==> src/rtl/multicycle_ctrl_param_if.sv <==
// Signal bundle between the multicycle controller and the IR/flags/datapath/memory side.
interface multicycle_ctrl_param_if #(
  parameter int OPW = 4
);
  logic [OPW-1:0] op_code;
  logic           zero_flag;
  logic           mem_ready;
  logic           run;
  logic           rd_mem;
  logic           wr_mem;
  logic           pc_on_adr;
  logic           ir_on_adr;
  logic           ld_ir;
  logic           ld_ac;
  logic           ld_acii;
  logic           ld_pc;
  logic           inc_pc;
  logic           clr_pc;
  logic           sel_acii;
  logic           sel_ir;
  logic           sel_zero;
  logic           source_ac;
  logic [1:0]     pass_add;
  logic           halted;
  logic           error;

  modport master (
    input  op_code, zero_flag, mem_ready, run,
    output rd_mem, wr_mem, pc_on_adr, ir_on_adr, ld_ir, ld_ac, ld_acii, ld_pc,
           inc_pc, clr_pc, sel_acii, sel_ir, sel_zero, source_ac, pass_add,
           halted, error
  );

  modport slave (
    output op_code, zero_flag, mem_ready, run,
    input  rd_mem, wr_mem, pc_on_adr, ir_on_adr, ld_ir, ld_ac, ld_acii, ld_pc,
           inc_pc, clr_pc, sel_acii, sel_ir, sel_zero, source_ac, pass_add,
           halted, error
  );
endinterface

==> src/rtl/multicycle_ctrl_param.sv <==
// Multicycle controller for the accumulator CPU with memory-ready wait/timeout, jumps,
// HALT/run restart and an illegal-opcode trap.
//   state     | meaning
//   S_RESET   | clr_pc asserted for RESET_CYCLES cycles
//   S_FETCH   | read instruction at PC, wait for mem_ready
//   S_DECODE  | capture op_code into op_q
//   S_EXECUTE | drive strobes for op_q, memory ops wait for mem_ready
//   S_HALT    | idle until run
//   S_ERROR   | timeout or illegal opcode, held until reset
module multicycle_ctrl_param #(
  parameter int OPW          = 4,
  parameter int RESET_CYCLES = 1,
  parameter int WAIT_MAX     = 15,
  parameter int ILLEGAL_TRAP = 1
) (
  input logic                    clk,
  input logic                    reset,
  multicycle_ctrl_param_if.master bus
);

  typedef enum logic [2:0] {
    S_RESET, S_FETCH, S_DECODE, S_EXECUTE, S_HALT, S_ERROR
  } state_t;

  localparam int RCW = (RESET_CYCLES > 1) ? $clog2(RESET_CYCLES) : 1;
  localparam int WCW = (WAIT_MAX > 0) ? $clog2(WAIT_MAX + 1) : 1;
  localparam logic [RCW-1:0] RST_LAST   = RCW'(RESET_CYCLES - 1);
  localparam logic [WCW-1:0] WAIT_LAST  = WCW'(WAIT_MAX);
  localparam bit             TIMEOUT_EN = (WAIT_MAX > 0);
  localparam bit             TRAP_EN    = (ILLEGAL_TRAP != 0);

  localparam logic [OPW-1:0] OP_LDA   = OPW'(0);
  localparam logic [OPW-1:0] OP_MOV   = OPW'(1);
  localparam logic [OPW-1:0] OP_ADD   = OPW'(2);
  localparam logic [OPW-1:0] OP_STA2  = OPW'(3);
  localparam logic [OPW-1:0] OP_STA   = OPW'(4);
  localparam logic [OPW-1:0] OP_JMP0  = OPW'(5);
  localparam logic [OPW-1:0] OP_SUB   = OPW'(6);
  localparam logic [OPW-1:0] OP_STA_B = OPW'(7);
  localparam logic [OPW-1:0] OP_JZ    = OPW'(8);
  localparam logic [OPW-1:0] OP_JMP   = OPW'(9);
  localparam logic [OPW-1:0] OP_CLRA  = OPW'(10);
  localparam logic [OPW-1:0] OP_HALT  = OPW'(11);
  localparam logic [OPW-1:0] OP_ILL   = OPW'(12);

  state_t         state;
  logic [RCW-1:0] rst_cnt;
  logic [WCW-1:0] wait_cnt;
  logic [OPW-1:0] op_q;
  logic           mem_op;
  logic           illegal;
  logic           timeout;

  assign mem_op  = (op_q == OP_LDA) || (op_q == OP_STA2) ||
                   (op_q == OP_STA) || (op_q == OP_STA_B);
  assign illegal = (op_q >= OP_ILL);
  // Only meaningful while a memory access is pending; the FSM checks it in those states only.
  assign timeout = TIMEOUT_EN && (wait_cnt == WAIT_LAST) && !bus.mem_ready;

  always_ff @(posedge clk or posedge reset) begin
    if (reset) begin
      state    <= S_RESET;
      rst_cnt  <= '0;
      wait_cnt <= '0;
      op_q     <= '0;
    end else begin
      unique case (state)
        S_RESET: begin
          if (rst_cnt == RST_LAST) begin
            state   <= S_FETCH;
            rst_cnt <= '0;
          end else begin
            rst_cnt <= rst_cnt + 1'b1;
          end
        end
        S_FETCH: begin
          if (bus.mem_ready) begin
            state    <= S_DECODE;
            wait_cnt <= '0;
          end else if (timeout) begin
            state    <= S_ERROR;
            wait_cnt <= '0;
          end else if (TIMEOUT_EN) begin
            wait_cnt <= wait_cnt + 1'b1;
          end
        end
        S_DECODE: begin
          op_q  <= bus.op_code;
          state <= S_EXECUTE;
        end
        S_EXECUTE: begin
          if (mem_op) begin
            if (bus.mem_ready) begin
              state    <= S_FETCH;
              wait_cnt <= '0;
            end else if (timeout) begin
              state    <= S_ERROR;
              wait_cnt <= '0;
            end else if (TIMEOUT_EN) begin
              wait_cnt <= wait_cnt + 1'b1;
            end
          end else if (op_q == OP_HALT) begin
            state <= S_HALT;
          end else if (illegal && TRAP_EN) begin
            state <= S_ERROR;
          end else begin
            state <= S_FETCH;
          end
        end
        S_HALT: begin
          if (bus.run) state <= S_FETCH;
        end
        S_ERROR: state <= S_ERROR;
        default: state <= S_ERROR;
      endcase
    end
  end

  always_comb begin
    bus.rd_mem    = 1'b0;
    bus.wr_mem    = 1'b0;
    bus.pc_on_adr = 1'b0;
    bus.ir_on_adr = 1'b0;
    bus.ld_ir     = 1'b0;
    bus.ld_ac     = 1'b0;
    bus.ld_acii   = 1'b0;
    bus.ld_pc     = 1'b0;
    bus.inc_pc    = 1'b0;
    bus.clr_pc    = 1'b0;
    bus.sel_acii  = 1'b0;
    bus.sel_ir    = 1'b0;
    bus.sel_zero  = 1'b0;
    bus.source_ac = 1'b0;
    bus.pass_add  = 2'b00;
    bus.halted    = 1'b0;
    bus.error     = 1'b0;
    unique case (state)
      S_RESET: bus.clr_pc = 1'b1;
      S_FETCH: begin
        bus.pc_on_adr = 1'b1;
        bus.rd_mem    = 1'b1;
        bus.ld_ir     = bus.mem_ready;
        bus.inc_pc    = bus.mem_ready;
      end
      S_EXECUTE: begin
        case (op_q)
          OP_LDA: begin
            bus.ir_on_adr = 1'b1;
            bus.rd_mem    = 1'b1;
            bus.ld_ac     = bus.mem_ready;
          end
          OP_MOV: bus.ld_acii = 1'b1;
          OP_ADD: begin
            bus.ld_acii  = 1'b1;
            bus.sel_acii = 1'b1;
            bus.pass_add = 2'b01;
          end
          OP_STA2: begin
            bus.ir_on_adr = 1'b1;
            bus.wr_mem    = 1'b1;
            bus.sel_acii  = 1'b1;
            bus.pass_add  = 2'b11;
          end
          OP_STA, OP_STA_B: begin
            bus.ir_on_adr = 1'b1;
            bus.wr_mem    = 1'b1;
          end
          OP_JMP0: bus.clr_pc = 1'b1;
          OP_SUB: begin
            bus.ld_ac     = 1'b1;
            bus.sel_acii  = 1'b1;
            bus.source_ac = 1'b1;
            bus.pass_add  = 2'b10;
          end
          OP_JZ: begin
            bus.ld_pc  = bus.zero_flag;
            bus.sel_ir = bus.zero_flag;
          end
          OP_JMP: begin
            bus.ld_pc  = 1'b1;
            bus.sel_ir = 1'b1;
          end
          OP_CLRA: begin
            bus.ld_ac    = 1'b1;
            bus.sel_zero = 1'b1;
          end
          default: ;
        endcase
      end
      S_HALT:  bus.halted = 1'b1;
      S_ERROR: bus.error  = 1'b1;
      default: ;
    endcase
  end

endmodule

==> src/flat_wrapper.sv <==
// flat-port wrapper written by rule: the top's interface ports become plain ports
module multicycle_ctrl_param_flat 
#(
  parameter int OPW          = 4,
  parameter int RESET_CYCLES = 1,
  parameter int WAIT_MAX     = 15,
  parameter int ILLEGAL_TRAP = 1
)
  (clk, reset, bus_op_code, bus_zero_flag, bus_mem_ready, bus_run, bus_rd_mem, bus_wr_mem, bus_pc_on_adr, bus_ir_on_adr, bus_ld_ir, bus_ld_ac, bus_ld_acii, bus_ld_pc, bus_inc_pc, bus_clr_pc, bus_sel_acii, bus_sel_ir, bus_sel_zero, bus_source_ac, bus_pass_add, bus_halted, bus_error);
  multicycle_ctrl_param_if #(.OPW(OPW)) bus_i ();
  input logic clk;
  input logic reset;
  input wire logic [$bits(bus_i.op_code)-1:0] bus_op_code;
  input wire logic [$bits(bus_i.zero_flag)-1:0] bus_zero_flag;
  input wire logic [$bits(bus_i.mem_ready)-1:0] bus_mem_ready;
  input wire logic [$bits(bus_i.run)-1:0] bus_run;
  output wire logic [$bits(bus_i.rd_mem)-1:0] bus_rd_mem;
  output wire logic [$bits(bus_i.wr_mem)-1:0] bus_wr_mem;
  output wire logic [$bits(bus_i.pc_on_adr)-1:0] bus_pc_on_adr;
  output wire logic [$bits(bus_i.ir_on_adr)-1:0] bus_ir_on_adr;
  output wire logic [$bits(bus_i.ld_ir)-1:0] bus_ld_ir;
  output wire logic [$bits(bus_i.ld_ac)-1:0] bus_ld_ac;
  output wire logic [$bits(bus_i.ld_acii)-1:0] bus_ld_acii;
  output wire logic [$bits(bus_i.ld_pc)-1:0] bus_ld_pc;
  output wire logic [$bits(bus_i.inc_pc)-1:0] bus_inc_pc;
  output wire logic [$bits(bus_i.clr_pc)-1:0] bus_clr_pc;
  output wire logic [$bits(bus_i.sel_acii)-1:0] bus_sel_acii;
  output wire logic [$bits(bus_i.sel_ir)-1:0] bus_sel_ir;
  output wire logic [$bits(bus_i.sel_zero)-1:0] bus_sel_zero;
  output wire logic [$bits(bus_i.source_ac)-1:0] bus_source_ac;
  output wire logic [$bits(bus_i.pass_add)-1:0] bus_pass_add;
  output wire logic [$bits(bus_i.halted)-1:0] bus_halted;
  output wire logic [$bits(bus_i.error)-1:0] bus_error;
  assign bus_i.op_code = bus_op_code;
  assign bus_i.zero_flag = bus_zero_flag;
  assign bus_i.mem_ready = bus_mem_ready;
  assign bus_i.run = bus_run;
  assign bus_rd_mem = bus_i.rd_mem;
  assign bus_wr_mem = bus_i.wr_mem;
  assign bus_pc_on_adr = bus_i.pc_on_adr;
  assign bus_ir_on_adr = bus_i.ir_on_adr;
  assign bus_ld_ir = bus_i.ld_ir;
  assign bus_ld_ac = bus_i.ld_ac;
  assign bus_ld_acii = bus_i.ld_acii;
  assign bus_ld_pc = bus_i.ld_pc;
  assign bus_inc_pc = bus_i.inc_pc;
  assign bus_clr_pc = bus_i.clr_pc;
  assign bus_sel_acii = bus_i.sel_acii;
  assign bus_sel_ir = bus_i.sel_ir;
  assign bus_sel_zero = bus_i.sel_zero;
  assign bus_source_ac = bus_i.source_ac;
  assign bus_pass_add = bus_i.pass_add;
  assign bus_halted = bus_i.halted;
  assign bus_error = bus_i.error;
  multicycle_ctrl_param #(.OPW(OPW), .RESET_CYCLES(RESET_CYCLES), .WAIT_MAX(WAIT_MAX), .ILLEGAL_TRAP(ILLEGAL_TRAP)) u_core (.clk(clk), .reset(reset), .bus(bus_i));
endmodule
==> config.mk <==
export PLATFORM = sky130hd
export DESIGN_NAME = multicycle_ctrl_param_flat
export DESIGN_NICKNAME = d
export VERILOG_FILES = /design/src/rtl/multicycle_ctrl_param_if.sv /design/src/rtl/multicycle_ctrl_param.sv /design/src/flat_wrapper.sv
export SDC_FILE = /design/constraint.sdc
export NUM_CORES = 1
export LEC_CHECK = 0
export CORE_UTILIZATION = 45
export DETAILED_ROUTE_END_ITERATION = 6
export GPL_ROUTABILITY_DRIVEN = 1
export PLACE_DENSITY = 0.79
export SLEW_MARGIN = 20
export SYNTH_ARGS = -nofsm -noshare
export SYNTH_HDL_FRONTEND = slang
export SYNTH_SLANG_ARGS = --single-unit
==> constraint.sdc <==
create_clock -name clk -period 2.1 [get_ports clk]
set_input_delay 0.315 -clock clk [delete_from_list [all_inputs] [get_ports clk]]
set_output_delay 0.315 -clock clk [all_outputs]
set_load 0.03 [all_outputs]
[Word level (Yosys, flattened, before mapping)]
Cells that the tools add are included.
Cells by class
  multiplexer cells: 40
  reduce and logical (&&, ||, !) cells: 15
  div/mod/pow operators: 0
  eq/ne operators: 20
  $lt $le $gt $ge: 1
  add/subtract/negate cells: 2
  bitwise operators: 0
  shift operators: 0
  $mul: 0
Operators with widths (number)
  $mux W3: 8
  $mux W1: 21
  $eq A4 B4 Y1 const B: 5
  $eq A4 B3 Y1 const B: 4
  $pmux W3 S5: 1
  $mux W4: 3
  $eq A4 B2 Y1 const B: 2
  $pmux W1 S2: 4
  $pmux W4 S2: 1
  $eq A3 B2 Y1 const B: 2
  $eq A3 B3 Y1 const B: 2
  $pmux W2 S3: 1
  $reduce_or A3 Y1: 2
  $add A4 B1 Y4 const B: 1
  $eq A4 B1 Y1 const B: 1
  $ge A4 B4 Y1 const B: 1
  $logic_not A4 Y1: 1
  $ne A2 B2 Y1 const B: 2
  $reduce_and A2 Y1: 2
  $reduce_or A2 Y1: 2
  $reduce_or A4 Y1: 1
  $eq A3 B1 Y1 const B: 1
  $logic_not A3 Y1: 1
  $logic_or A1 B1 Y1: 3
  other kinds (6): 6
Word-level totals
  register bits after elaboration: 12
  memories: 0
  input bits: 9
  memory bits (read-only): 0
  logic and storage cells: 82
  output and inout port bits: 18
  bits in latches: 0
  RAM bits: 0

[Logic depth before layout (Yosys ltp)]
  depth in word-level cells: 6
  depth in mapped cells: 5
  depth with buffers taken out: 4

[Worst setup path before layout]
Ideal clock, no wire load.
  path type: reg-to-output
  start: reg u_core.op_q[1]
  end: out bus_ld_ac
  path buffers: 1
  stages on the path, launching flop included: 6
  path slack: -0.347 ns
  data required time: 1.785 ns
  arrival: 2.132 ns
  cell sequence: dfrtp_1 > buf_2 > nor2_1 > nand2_1 > and3_1 > a2111oi_1
Between the ends
  cells in the longest elaborated chain, start to end: 4
  elaborated cells on any way between the ends: 6
  those cells by class: eq/ne (2); mux (2); reduce/logical (2)
RTL lines
  start: declaration: RTL line multicycle_ctrl_param.sv:49  | logic [OPW-1:0] op_q;
  start signal: assignment: RTL line multicycle_ctrl_param.sv:88  | op_q <= bus.op_code;
  $eq A4 B4 Y1 or $eq A4 B3 Y1 (tied branches): RTL line multicycle_ctrl_param.sv:146  | case (op_q)
  $reduce_or A2 Y1 (no source line)
  $pmux W1 S2 (*): RTL line multicycle_ctrl_param.sv:146
  $mux W1 (*): RTL line multicycle_ctrl_param.sv:137  | unique case (state)
  end: declaration: RTL line flat_wrapper.sv:22  | output wire logic [$bits(bus_i.ld_ac)-1:0] bus_ld_ac;
Mark *: on every way between the ends. The rest lies on a longest branch, timed or not.

[Worst setup path after layout]
Same ends and word-level chain as after synthesis.

==> summary.md <==
Timing
- **total negative slack** 0 ps
- **fmax** 494 MHz
- **hold violation count in the final report** 0
- **Final Skew** 16.8 ps
- **final hold slack** 324 ps
- **fin crit period** 2020 ps
- **count of endpoints failing setup in the final report** 0
- **RSZ-0062 raised after global routing** no
- **actual transition at the worst max-transition pin** 425 ps
- **share of the clock period used by the worst path after layout** 96.4%
- **Slew Limit Fails** 0
- **headroom to the max-slew limit** 71.7%

CTS
- **Clock Sinks** 11
- **master cell of the clock root buffer** sky130_fd_sc_hd__clkbuf_4
- **CTS H-Tree Depth** 1
- **TritonCTS clock tree** built
- **buffers inserted by post-CTS timing repair** 0
- **number of buffers inserted during clock tree synthesis** 3
- **post-CTS clock slew at the launch and capture registers of the worst setup and hold paths** 80 ps
- **later-pin clock latency in the skew report** 270 ps
- **number of buffers between clock root and the deepest sink** 2

Floorplan
- **count of pins on the block boundary** 27
- **Starting Density** 47.8%
- **y dimension of the die** 44.8 um
- **Rows** 15
- **die outline area** 0.00201 mm2
- **Horiz. Die Dim** 44.8 um
- **placeable core region** 0.00173 mm2

Synth
- **area share of the leading cell type in the synthesized netlist** 33.4%
- **proportion of synthesized chip area in sequential cells** 33.4%
- **number of nets produced by synthesis** 110
- **Post-Synthesis Cell Area** 825 um2
- **Syn. warnings** 0
- **mean cell area of the mapped netlist** 8.25 um2
- **number of synthesized register bits** 11
- **number of standard cells after synthesis** 100
- **post-synth cell types** 36
- **library cell with the largest summed area after synthesis** sky130_fd_sc_hd__dfrtp_1
- **top cells by area, synth** sky130_fd_sc_hd__dfrtp_1 33%, sky130_fd_sc_hd__nand2_1 7.3%, sky130_fd_sc_hd__o21ai_0 5.5%

Route
- **detailed-router iteration count before antenna repair** 5
- **overall via count from detail_route** 843
- **wire length reported by the detailed router** 2.10 mm
- **post-detailed-route DRC marker count** 0
- **antenna viol nets, final** 0
- **violation count after the first detailed-routing iteration** 19
- **average detailed-routed wire length per instance** 13.4 um
- **Via density** 5.37

Global routing
- **pin count of the biggest net entering global routing** 12
- **global-route wire length before repair** 3.26 mm
- **via count of the first global-routing pass** 764
- **Total Routing Usage GR** 22.4%
- **total global routing overflow** 0
- **number of antenna violations at the first check in global routing** 0

Worst hold path
- **Hold/Removal Path Class** in -> async

Outcome
- **run status** finished clean

Critical path
- **FF-to-FF setup slack** 440 ps
- **critical path class** reg -> out
- **crit path launch type** flip-flop
- **highest net fanout along the worst path** 8
- **Worst Path Arrival** 1710 ps
- **r2r endpoint** u_core.wait_cnt[3]
- **origin of the critical flop-to-flop path** u_core.state[1]
- **endpoint required time on the critical path** 1780 ps
- **start point of the critical path** u_core.op_q[1]
- **nature of the critical path endpoint** output pin
- **worst-case reg-to-reg path depth** 5
- **crit path to** bus_ld_ac

Run
- **maxcap violations** 0

Power
- **Leakage** 0.542 nW
- **PD cells** 1470 mW/mm2
- **Max IR drop VDD** 0.998 mV
- **Pwr Total** 1.71 mW

Layout
- **layout overhead on the synthesized area** 41.0%
- **count of nets after finishing** 143
- **antenna diode count** 0
- **fraction of layout instances using a drive strength above 1** 26.5%

Placement
- **GP Congestion** 0.854
- **HPWL after detailed placement** 1.64 mm
- **number of port buffers** 26

-- power breakdown --
group | leakage (nW) | internal [mW] | switching (mW)
combinational | 0.394 | 0.479 | 0.589
sequential | 0.132 | 0.312 | 0.182
clock | 0.0150 | 0.0734 | 0.0728
total | 0.542 | 0.865 | 0.844
-- state kept, by name, summed over array words and instances (netlist names) --
name / flops
u_core.op_q: 4
u_core.state: 3
u_core.wait_cnt: 4
-- through the flow --
stage          instance area (um2)  std cells  utilization (%)  setup slack (ps)
2_1_floorplan                  830        100                -              20.7
3_3_place_gp                  1130        153             65.7              94.5
3_5_place_dp                  1130        153             65.7              97.0
4_1_cts                       1150        157             66.7              23.4
5_1_grt                       1160        157             67.3             0.428
6_report                      1160        157             67.3              76.5
-- layer usage --
metal / track usage (%) / routed length (um) / share of wire, %
met2: 39.1 / 1070 / 51
met3: 4.80 / 79 / 3.8
met4: 7.27 / 32 / 1.5
met1: 27.5 / 913 / 44
met5: 0 / 0 / 0
-- worst max-delay path: stages, from the launching register on --
cell,delay [ps]
sky130_fd_sc_hd__dfrtp_2,490
sky130_fd_sc_hd__nor2_4,150
sky130_fd_sc_hd__nand2_1,70
sky130_fd_sc_hd__and3_1,170
sky130_fd_sc_hd__a2111oi_2,350
sky130_fd_sc_hd__buf_4,220
-- layout make-up --
cell class	count	area, um2
fill	148	564
sequential	11	279
multi-input combinational	76	495
tap	25	31.3
inverter	4	15.0
clock buffer	4	26.3
timing repair buffer	37	315
-- synthesized netlist by cell type --
cell type and instances:
sky130_fd_sc_hd__a2111oi_1 1, sky130_fd_sc_hd__a21oi_1 1, sky130_fd_sc_hd__a22oi_1 1, sky130_fd_sc_hd__a31oi_1 2, sky130_fd_sc_hd__a31oi_4 1, sky130_fd_sc_hd__a32o_1 1, sky130_fd_sc_hd__and2_1 2, sky130_fd_sc_hd__and2b_2 1
sky130_fd_sc_hd__and3_1 1, sky130_fd_sc_hd__and3b_1 1, sky130_fd_sc_hd__buf_2 2, sky130_fd_sc_hd__buf_4 4, sky130_fd_sc_hd__clkbuf_1 3, sky130_fd_sc_hd__dfrtp_1 11, sky130_fd_sc_hd__ha_1 1, sky130_fd_sc_hd__inv_1 4
sky130_fd_sc_hd__mux2_2 3, sky130_fd_sc_hd__nand2_1 16, sky130_fd_sc_hd__nand3_1 6, sky130_fd_sc_hd__nand3b_1 2, sky130_fd_sc_hd__nor2_1 9, sky130_fd_sc_hd__nor3_1 4, sky130_fd_sc_hd__nor3b_1 1, sky130_fd_sc_hd__nor3b_4 1
sky130_fd_sc_hd__nor4_1 2, sky130_fd_sc_hd__o21ai_0 9, sky130_fd_sc_hd__o32a_1 1, sky130_fd_sc_hd__o32ai_1 1, sky130_fd_sc_hd__o41ai_1 1, sky130_fd_sc_hd__or2_2 1, sky130_fd_sc_hd__or3_1 1, sky130_fd_sc_hd__or4_1 1
sky130_fd_sc_hd__or4b_1 1, sky130_fd_sc_hd__xnor2_1 1, sky130_fd_sc_hd__xnor2_2 1, sky130_fd_sc_hd__xor2_1 1
-- cells by family (layout without fill, tap and decap cells) --
kind of cell	Yosys count	after routing	share of synthesized area, %
buf+inv	13	45	8.04
xor+xnor	3	3	4.10
fa+ha+maj	1	1	1.52
simple gates	50	50	32.0
flops	11	11	33.4
mux	3	3	4.10
compound gates	19	19	16.8
-- layout by cell type, fill, tap and decap left out, types with 2 or more instances in the layout --
master	instances
sky130_fd_sc_hd__nor2_1	8
sky130_fd_sc_hd__nor3_1	4
sky130_fd_sc_hd__o21ai_0	9
sky130_fd_sc_hd__nand3b_1	2
sky130_fd_sc_hd__a31oi_1	2
sky130_fd_sc_hd__buf_4	17
sky130_fd_sc_hd__nand3_1	6
sky130_fd_sc_hd__dlygate4sd2_1	9
sky130_fd_sc_hd__nand2_1	16
sky130_fd_sc_hd__and2_1	2
sky130_fd_sc_hd__clkbuf_4	3
sky130_fd_sc_hd__dfrtp_1	8
sky130_fd_sc_hd__mux2_2	3
sky130_fd_sc_hd__inv_1	4
sky130_fd_sc_hd__nor4_1	2
sky130_fd_sc_hd__dfrtp_2	3
sky130_fd_sc_hd__clkdlybuf4s50_1	8
-- worst min-delay path by stage --
| stage | endpoint | cells after the start | start | slack [ps] |
|---|---|---|---|---|
| final | u_core.wait_cnt[1] | 2 | reset | 320 |
| after global routing | u_core.wait_cnt[1] | 2 | reset | 390 |
| after CTS | u_core.wait_cnt[1] | 2 | reset | 350 |
| after detailed placement | u_core.wait_cnt[1] | 2 | u_core.wait_cnt[1] | 520 |
| after global placement | u_core.wait_cnt[1] | 2 | u_core.wait_cnt[1] | 500 |
| after floorplan | u_core.op_q[0] | 1 | reset | 170 |
-- what timing repair did --
action	in CTS	in global routing
endpoints found under the setup margin	11	4
hold buffers	0	0
gates resized for setup	12	7
Power figures use the tool's default switching activity.
